`src/rtl/control_stall_unit_pkg.sv`:
```
// ---------------------------------------------------------------------------
// control_stall_unit_pkg
//   Shared definitions for the pipeline stall/flush sequencer:
//     - stall_state_e : sequencer state encoding (2 bits)
//     - NOP_INSTR     : instruction loaded into IF/ID when it is flushed
//     - CNT_W_DEFAULT : default width of the performance counters
// ---------------------------------------------------------------------------
package control_stall_unit_pkg;

   typedef enum logic [1:0] {
      STALL_RUN     = 2'd0,
      STALL_DSTALL  = 2'd1,
      STALL_ISTALL  = 2'd2,
      STALL_ISQUASH = 2'd3
   } stall_state_e;

   // addi x0, x0, 0
   localparam logic [31:0] NOP_INSTR = 32'h0000_0013;

   localparam int CNT_W_DEFAULT = 32;

endpackage

```
`src/rtl/control_stall_unit_stall_perf_counter.sv`:
```
// ---------------------------------------------------------------------------
// stall_perf_counter
//   Saturating up-counter used for the sequencer performance counters.
//   Ports:
//     clock  - system clock, rising edge
//     reset  - asynchronous active-low reset, clears the count
//     inc    - add one this cycle (ignored once the count is all-ones)
//     count  - current count value
// ---------------------------------------------------------------------------
module stall_perf_counter #(
   parameter int W = 32
) (
   input  logic         clock,
   input  logic         reset,
   input  logic         inc,
   output logic [W-1:0] count
);

   // NOTE: sequential state uses non-blocking assignments so every flop
   // samples the pre-edge value of every other flop.
   always_ff @(posedge clock or negedge reset) begin
      if (!reset) begin
         count <= '0;
      end else if (inc && (count != {W{1'b1}})) begin
         count <= count + 1'b1;
      end
   end

endmodule

```
`src/rtl/control_stall_unit.sv`:
```
// ---------------------------------------------------------------------------
// control_stall_unit
//   Central sequencer for the 5-stage core. Drives the load enables and
//   bubble/flush controls of PC, IF/ID, ID/EX, EX/MEM and MEM/WB from the
//   hazard inputs, tracks a wrong-path fetch still outstanding in the
//   I-cache, and counts stall cycles and taken-branch redirects.
//   Event priority: D-miss > redirect > load-use > I-miss > normal.
//   Ports:
//     clock, reset            - rising-edge clock, async active-low reset
//     ifid_rs1/ifid_rs2       - source registers of the instruction in IF/ID
//     idex_rd, idex_memread   - destination / load flag of the ID/EX instr.
//     branch_taken            - branch/jump in EX resolved taken
//     exmem_memreq            - EX/MEM holds a load or store
//     dcache_ready            - D-cache completes the EX/MEM access
//     icache_ready            - I-cache returns a valid instruction
//     pc_write, pc_sel_branch - PC load enable / take branch target
//     ifid_write, ifid_flush  - IF/ID load enable / load NOP
//     idex_write, idex_bubble - ID/EX load enable / load NOP controls
//     exmem_write             - EX/MEM load enable
//     memwb_bubble            - load NOP controls into MEM/WB
//     stall_cycles            - saturating count of stalled cycles
//     flush_count             - saturating count of taken-branch redirects
// ---------------------------------------------------------------------------
module control_stall_unit
   import control_stall_unit_pkg::*;
#(
   parameter int CNT_W = CNT_W_DEFAULT
) (
   input  logic             clock,
   input  logic             reset,
   input  logic [4:0]       ifid_rs1,
   input  logic [4:0]       ifid_rs2,
   input  logic [4:0]       idex_rd,
   input  logic             idex_memread,
   input  logic             branch_taken,
   input  logic             exmem_memreq,
   input  logic             dcache_ready,
   input  logic             icache_ready,
   output logic             pc_write,
   output logic             pc_sel_branch,
   output logic             ifid_write,
   output logic             ifid_flush,
   output logic             idex_write,
   output logic             idex_bubble,
   output logic             exmem_write,
   output logic             memwb_bubble,
   output logic [CNT_W-1:0] stall_cycles,
   output logic [CNT_W-1:0] flush_count
);

   stall_state_e state, state_next;
   logic         squash_pending, squash_next;
   logic         dmiss, redirect, loaduse, imiss;
   logic         stall_inc, flush_inc;

   assign dmiss    = exmem_memreq & ~dcache_ready;
   assign redirect = branch_taken;
   assign loaduse  = idex_memread & (idex_rd != 5'd0) &
                     ((idex_rd == ifid_rs1) | (idex_rd == ifid_rs2));
   assign imiss    = ~icache_ready;

   // A stall cycle is any cycle the front end loses: a D-miss, a load-use
   // or I-miss that is not overridden by a redirect (the redirect discards
   // that work anyway), or any cycle spent waiting out a wrong-path fetch.
   assign stall_inc = dmiss | (state == STALL_ISQUASH) |
                      (~redirect & (loaduse | imiss));
   assign flush_inc = ~dmiss & redirect;

   always_ff @(posedge clock or negedge reset) begin
      if (!reset) begin
         state          <= STALL_RUN;
         squash_pending <= 1'b0;
      end else begin
         state          <= state_next;
         squash_pending <= squash_next;
      end
   end

   // NOTE: every output and next-state variable gets a default at the top of
   // the block so no path through the if-chain can infer a latch.
   always_comb begin
      pc_write      = 1'b0;
      pc_sel_branch = 1'b0;
      ifid_write    = 1'b0;
      ifid_flush    = 1'b0;
      idex_write    = 1'b0;
      idex_bubble   = 1'b0;
      exmem_write   = 1'b0;
      memwb_bubble  = 1'b0;
      state_next    = state;
      squash_next   = squash_pending;

      // Controls are combinational, so they are forced idle while reset is
      // held rather than waiting for the state register to clear.
      if (reset) begin
         if (dmiss) begin
            // Freeze everything up to EX/MEM; a held branch acts on release.
            memwb_bubble = 1'b1;
            state_next   = STALL_DSTALL;
         end else if (redirect) begin
            pc_write      = 1'b1;
            pc_sel_branch = 1'b1;
            ifid_write    = 1'b1;
            ifid_flush    = 1'b1;
            idex_write    = 1'b1;
            idex_bubble   = 1'b1;
            exmem_write   = 1'b1;
            // If the fetch still missing is from the old path, its eventual
            // return must be discarded. A fetch that completes this cycle is
            // already killed by ifid_flush.
            squash_next   = imiss;
            state_next    = imiss ? STALL_ISQUASH : STALL_RUN;
         end else if (loaduse) begin
            idex_write  = 1'b1;
            idex_bubble = 1'b1;
            exmem_write = 1'b1;
            state_next  = squash_pending ? STALL_ISQUASH : STALL_RUN;
         end else if (imiss) begin
            ifid_write  = 1'b1;
            ifid_flush  = 1'b1;
            idex_write  = 1'b1;
            exmem_write = 1'b1;
            state_next  = squash_pending ? STALL_ISQUASH : STALL_ISTALL;
         end else if (squash_pending) begin
            // The wrong-path instruction arrives now: drop it and move on.
            pc_write    = 1'b1;
            ifid_write  = 1'b1;
            ifid_flush  = 1'b1;
            idex_write  = 1'b1;
            exmem_write = 1'b1;
            squash_next = 1'b0;
            state_next  = STALL_RUN;
         end else begin
            pc_write    = 1'b1;
            ifid_write  = 1'b1;
            idex_write  = 1'b1;
            exmem_write = 1'b1;
            state_next  = STALL_RUN;
         end
      end
   end

   stall_perf_counter #(.W(CNT_W)) u_stall_cnt (
      .clock (clock),
      .reset (reset),
      .inc   (stall_inc),
      .count (stall_cycles)
   );

   stall_perf_counter #(.W(CNT_W)) u_flush_cnt (
      .clock (clock),
      .reset (reset),
      .inc   (flush_inc),
      .count (flush_count)
   );

endmodule

```
`config.mk`:
```
export PLATFORM = sky130hd
export DESIGN_NAME = control_stall_unit
export DESIGN_NICKNAME = d
export VERILOG_FILES = /design/src/rtl/control_stall_unit_pkg.sv /design/src/rtl/control_stall_unit_stall_perf_counter.sv /design/src/rtl/control_stall_unit.sv
export SDC_FILE = /design/constraint.sdc
export NUM_CORES = 1
export LEC_CHECK = 0
export CORE_ASPECT_RATIO = 1.1
export CORE_UTILIZATION = 45
export CTS_BUF_LIST = sky130_fd_sc_hd__clkbuf_8
export DETAILED_ROUTE_END_ITERATION = 16
export HOLD_SLACK_MARGIN = 0.1
export PLACE_DENSITY = 0.71
export SLEW_MARGIN = 40
export SYNTH_ARGS = -nofsm -noshare
export SYNTH_HDL_FRONTEND = slang
export SYNTH_HIERARCHICAL = 1
export SYNTH_SLANG_ARGS = --single-unit
```
`constraint.sdc`:
```
create_clock -name clock -period 2.7 [get_ports clock]
set_input_delay 0.54 -clock clock [delete_from_list [all_inputs] [get_ports clock]]
set_output_delay 0.54 -clock clock [all_outputs]
set_load 0.02 [all_outputs]
```
==> results.yml, run 1 <==
sta:
  rsz0062_at_grt: "yes"
  tightest_slew_ns: 0.677
  fin_crit_ns: 2.66
  fmax_mhz: 375
  relSlewSlack_pct: 54.9
  drv_slew: 0
  period_share_pct: 98.7
  setup_violations: 0
  finalHoldViolCount: 0
  clock_skew_ns: 0.0116
clock_network:
  tritoncts: "yes"
  clkTransAtPathRegs_ns: 0.08
  cts-buffers-inserted: 9
  htree_levels: 3
  cts_hold_buf: 0
  clockBufferDepth: 2
  root_buffer: "clkbuf_8"
  clkSinkCount: 67
  clk_latency_ns: 0.34
worst_hold_path:
  hold_class: "in2async"
setup_path:
  crit_arrival_ns: 2.88
  reg2reg_slack_ns: 0.28
  slowest_stage: "or3_4"
  reg2reg_depth: 5
  critPathRequiredTime_ns: 2.91
  cp_max_fo: 6
  crit_path_start_kind: "input pin"
  critical_path_class: "in2reg"
  slowest_delay_ns: 0.42
  crit_chain: "dlygate4sd2_1 -> xor2_1 -> nor3_4 -> o221ai_4 -> a21oi_2 -> a221o_1 -> nand4_1 -> or3_4 -> nor3b_4 -> buf_4 -> nand2_1 -> xnor2_1"
  cp-end-kind: "register"
grt:
  grt_util_met1_pct: 31.5
  gr-total-overflow: 0
  use_met2_pct: 36.0
  use_met3_pct: 3.86
  grtUsageTotal_pct: 23.0
  top_usage_layer: "met2"
  grt_max_degree: 55
  grt_pass1_vias: 3110
  grt_first_pass_wirelength_um: 14900
  antenna_found_initial: 0
placement:
  dp_hpwl_um: 6550
  placed_cells: 566
  io_buffers: 93
  gp_congestion: 0.837
layout:
  layout-drive-gt1-share_pct: 18.5
  final_common_cell: "clkdlybuf4s50_1"
  fin_cells: 586
  num-nets-final: 500
  antennaDiodeCount: 0
  multi_input_area_um2: 1970
  final_cell_mix: "clkdlybuf4s50_1, dfrtp_1, xnor2_1"
  syn2layout_area_growth_pct: 38.3
  final-seq-area_um2: 1680
  fillers: 647
  utilization_pct: 65.7
drt:
  drt_iter0_markers: 158
  drc_errors: 0
  wl_per_cell_um: 15.7
  drt_pass1_iterations: 4
  vias_per_cell: 5.52
  ant_nets: 0
  wirelength_um: 9180
  dr_total_vias: 3236
outcome:
  outcome: "finished clean"
die:
  num_io_pins: 94
  die_w_um: 87.6
  die_y_um: 96.2
  core_area_um2: 7640
  fp-row-count: 33
  die_area_um2: 8430
  start_util_pct: 47.5
logic_synthesis:
  syn_area_um2: 3630
  synth_nets: 379
  ys_seq_area_share_pct: 46.2
  ys_types: 48
  avgSynthCellArea_um2: 10.2
  yosys_most_used_dff: "dfrtp_1"
  synthArstFlopShare_pct: 100
  yosys_warnings: 6
  synth_seq_cells: 67
  synth-edff-count: 0
  syn_inst: 355
flow_run:
  maxCapViolations: 0
power:
  power.density_nw_per_um2: 554
  ir_drop_mv: 0.444
  p_leak_nw: 2.17
-- path summary, 6_finish.rpt --
check	end	start
worst min-delay path	u_stall_cnt/count[17]	reset
max in group asynchronous	u_flush_cnt/count[19]	reset
worst max-delay path	u_stall_cnt/count[26]	ifid_rs2[2]
worst min register to register	u_stall_cnt/count[31]	u_stall_cnt/count[31]
worst max register to register	u_stall_cnt/count[1]	u_stall_cnt/count[29]
min in group clock	u_stall_cnt/count[31]	u_stall_cnt/count[31]
-- Yosys cell counts, types with 4 or more instances --
library cell	number	area (um^2)
dfrtp_1	67	1680
xnor2_1	46	403
nand2_1	33	124
nand4_1	33	206
nand3_1	31	155
nor2_1	25	93.8
xor2_1	19	166
and3_1	11	68.8
nor3_1	8	40.0
a21oi_1	7	35.0
inv_1	7	26.3
nor4_1	6	37.5
o21ai_0	6	30.0
and4_1	5	43.8
or4_4	5	56.3
nor3_2	4	40.0
-- state kept, by name (all words and copies together), names as in the netlist --
signal	cells
u_flush_cnt/count	32
squash_pending	1
state	2
u_stall_cnt/count	32
-- stage by stage --
stage          total power, mW  hold slack, ns  setup TNS, ns  setup WS [ns]  cell area [um^2]
4_1_cts                   2.80           0.215              0        0.00254              4980
3_3_place_gp              1.99           0.493         -12.89         -0.567              4820
2_1_floorplan             1.63           0.244         -0.503        -0.0916              3670
5_1_grt                   2.91           0.245         -0.330        -0.0798              5020
6_report                  2.78           0.225              0         0.0351              5020
3_5_place_dp              2.01           0.492         -14.94         -0.668              4820
-- metal layers --
metal / wire [um] / vias to the layer above / part of all wire [%]
li1: - / 1527 / -
met1: 4170 / 1585 / 45
met2: 4420 / 105 / 48
met3: 406 / 19 / 4.4
met4: 182 / 0 / 2.0
met5: 0 / - / 0
-- worst max-delay path, delay by kind of cell --
| family | cells | cell delay (ns) |
|---|---|---|
| xor+xnor | 2 | 0.29 |
| simple gates | 5 | 1.14 |
| compound gates | 3 | 0.47 |
| buf+inv | 2 | 0.41 |
-- what timing repair did --
item,4_1_cts,5_1_grt
pin swaps,12,14
setup buffers,0,4
resized for setup,47,20
setup endpoints to repair,28,23
-- report_power, final --
group / internal (mW) / leakage, nW / switching, mW
combinational: 0.361 / 1.16 / 0.347
sequential: 1.11 / 0.900 / 0.166
clock: 0.417 / 0.105 / 0.382
total: 1.89 / 2.17 / 0.895
-- cells by family (layout without fill, tap and decap cells) --
| kind of cell | after synthesis | count (layout) | synth area share (%) |
|---|---|---|---|
| AO/OA/AOI/OAI | 25 | 25 | 5.45 |
| XOR/XNOR | 65 | 65 | 15.7 |
| adder cells (fa/ha/maj) | 2 | 2 | 0.690 |
| buffers and inverters | 13 | 139 | 1.86 |
| flip-flops | 67 | 67 | 46.2 |
| multiplexers | 5 | 5 | 1.76 |
| AND/OR/NAND/NOR | 178 | 178 | 28.3 |
-- layout make-up --
class / count / area share, %
multi-input cells: 275 / 39.3
flip-flops and latches: 67 / 33.4
repair buffers: 115 / 20.3
well taps: 105 / 2.62
clock buffers: 9 / 2.47
clock inverters: 7 / 1.22
inverters: 8 / 0.599
(Power assumes the default switching activity.)
==> run 2: changes to the inputs <==
clock period = 3.4 ns   (was 2.7 ns; I/O delays follow)
==> run 2 against run 1 <==
  * Via count down 2.0%
  * Critical path depth shrank 5
  * Sequential power down 21%
  * Die area unchanged
  * Routed wire length is 2.9% lower
  * Highest routed layer unchanged
  * Sequential cell count unchanged
  * Utilization fell by 0.66 points
  * Final cell count decreased by 1.5%
  * Global-route usage decreased by 0.47 points
  * Register-to-register slack improved by 0.73 ns
  * Sequential share of layout area up 0.34 points
  * Clock power decreased by 12%
==> results.yml, run 2 (synthesis gave the netlist of run 1 again) <==
placement:
  placed_cells: 561
  io_buffers: 93
  gp_congestion: 0.849
  pre_cts_slack_ns: -0.273
  dp_hpwl_um: 6550
sta:
  clock_skew_ns: 0.00666
  drv_slew: 0
  finalHoldViolCount: 0
  fmax_mhz: 308
  setup_violations: 0
  holdWs_ns: 0.502
  period_share_pct: 95.4
  fin_crit_ns: 3.24
  fin_ws_ns: 0.158
  relSlewSlack_pct: 57.5
  rsz0062_at_grt: "no"
  fin_tns_setup_ns: 0
  tightest_slew_ns: 0.631
layout:
  layout-drive-gt1-share_pct: 12.1
  syn2layout_area_growth_pct: 36.9
  final_cell_mix: "clkdlybuf4s50_1, dfrtp_1, xnor2_1"
  antennaDiodeCount: 0
  utilization_pct: 65.0
  final_common_cell: "clkdlybuf4s50_1"
  fin_cells: 577
  num-nets-final: 491
  reg_top3: "u_flush_cnt/count: 32 flops, u_stall_cnt/count: 32 flops, state: 2 flops"
clock_network:
  clockBufferDepth: 2
  root_buffer: "clkbuf_8"
  tritoncts: "yes"
  htree_levels: 3
  clk_latency_ns: 0.34
  clkSinkCount: 67
  cts-buffers-inserted: 9
  clkTransAtPathRegs_ns: 0.06
drt:
  vias_per_cell: 5.50
  met1Wirelength_um: 3810
  wirelength_um: 8910
  drt_iter0_markers: 205
  drc_errors: 0
  wl_per_cell_um: 15.4
  ant_nets: 0
  highest_layer: "met4"
  dr_wl_met3_um: 480
  wl_met2_um: 4490
  dr_total_vias: 3172
  drt_pass1_iterations: 4
grt:
  grt_max_degree: 70
  grt_pass1_vias: 3156
  antenna_found_initial: 0
  grtUsageTotal_pct: 22.6
  grt_first_pass_wirelength_um: 14700
  gr-total-overflow: 0
die:
  start_util_pct: 47.5
  die_area_um2: 8430
  num_io_pins: 94
  core_area_um2: 7640
  fp-row-count: 33
  die_y_um: 96.2
  die_w_um: 87.6
setup_path:
  crit_arrival_ns: 2.56
  critical_path_class: "in2out"
  cp-end-kind: "output pin"
  crit_path_start_kind: "input pin"
  critPathRequiredTime_ns: 2.72
  cp_max_fo: 5
power:
  ir_drop_mv: 0.295
  p_leak_nw: 2.08
  power.density_nw_per_um2: 458
flow_run:
  maxCapViolations: 0
worst_hold_path:
  hold_class: "reg2reg"
outcome:
  outcome: "finished clean"
-- run 2: cell count changes in the layout (fill, tap and decap cells not counted), moves of 4 or more --
| cell | delta |
|---|---|
| buf_4 | -10 |
| buf_2 | -7 |
| xnor2_1 | +4 |
| xnor2_2 | -4 |
| clkdlybuf4s50_1 | +18 |
| clkbuf_2 | -6 |
-- run 2: final timing paths --
path	startpoint	endpoint	cells past startpoint	slack (ns)
min	state[1]	state[1]	2	0.50
max	idex_rd[2]	ifid_write	7	0.16
max reg2reg	u_stall_cnt/count[28]	u_stall_cnt/count[1]	5	1.01
min reg2reg	state[1]	state[1]	2	0.50
max in group asynchronous	reset	u_flush_cnt/count[28]	2	2.48
min in group asynchronous	reset	u_flush_cnt/count[3]	2	0.52
-- run 2: final cells by class --
type                            count  area [um^2]
Fill cell                         619         2670
Multi-Input combinational cell    275         1900
Sequential cell                    67         1680
Timing Repair Buffer              106         1020
Tap cell                          105          131
Clock buffer                        9          124
Clock inverter                      7         85.1
Inverter                            8         30.0
-- run 2: routing by layer --
layer | up-vias | GRT usage, %
met5 | - | 0
met2 | 121 | 38.3
met4 | 0 | 9.02
met3 | 14 | 3.77
li1 | 1508 | -
met1 | 1529 | 28.6
-- run 2: critical path, stage by stage --
cell and delay, ns:
clkdlybuf4s50_1 0.48, or4_4 0.55, o221ai_4 0.20, buf_4 0.18
nor2_1 0.05, nor2_1 0.08, dlygate4sd2_1 0.33
-- run 2: power breakdown --
part	switching [mW]	internal [mW]	total [mW]
clock	0.300	0.405	0.705
sequential	0.130	0.881	1.01
combinational	0.276	0.284	0.560
-- run 2: timing repair --
| item | in CTS | in global routing |
|---|---|---|
| resized for setup | 4 | 6 |
| buffers inserted | 0 | 0 |
| endpoints found under the hold margin | 0 | 0 |
| endpoints found under the setup margin | 4 | 11 |
| hold buffers | 0 | 0 |
| pin swaps | 0 | 2 |
-- run 2: per-stage QoR --
step | instance area (um^2) | power (mW)
finish | 4970 | 2.28
global placement | 4750 | 1.58
CTS | 4950 | 2.29
global route | 4970 | 2.38
detailed placement | 4750 | 1.58
floorplan | 3630 | 1.29
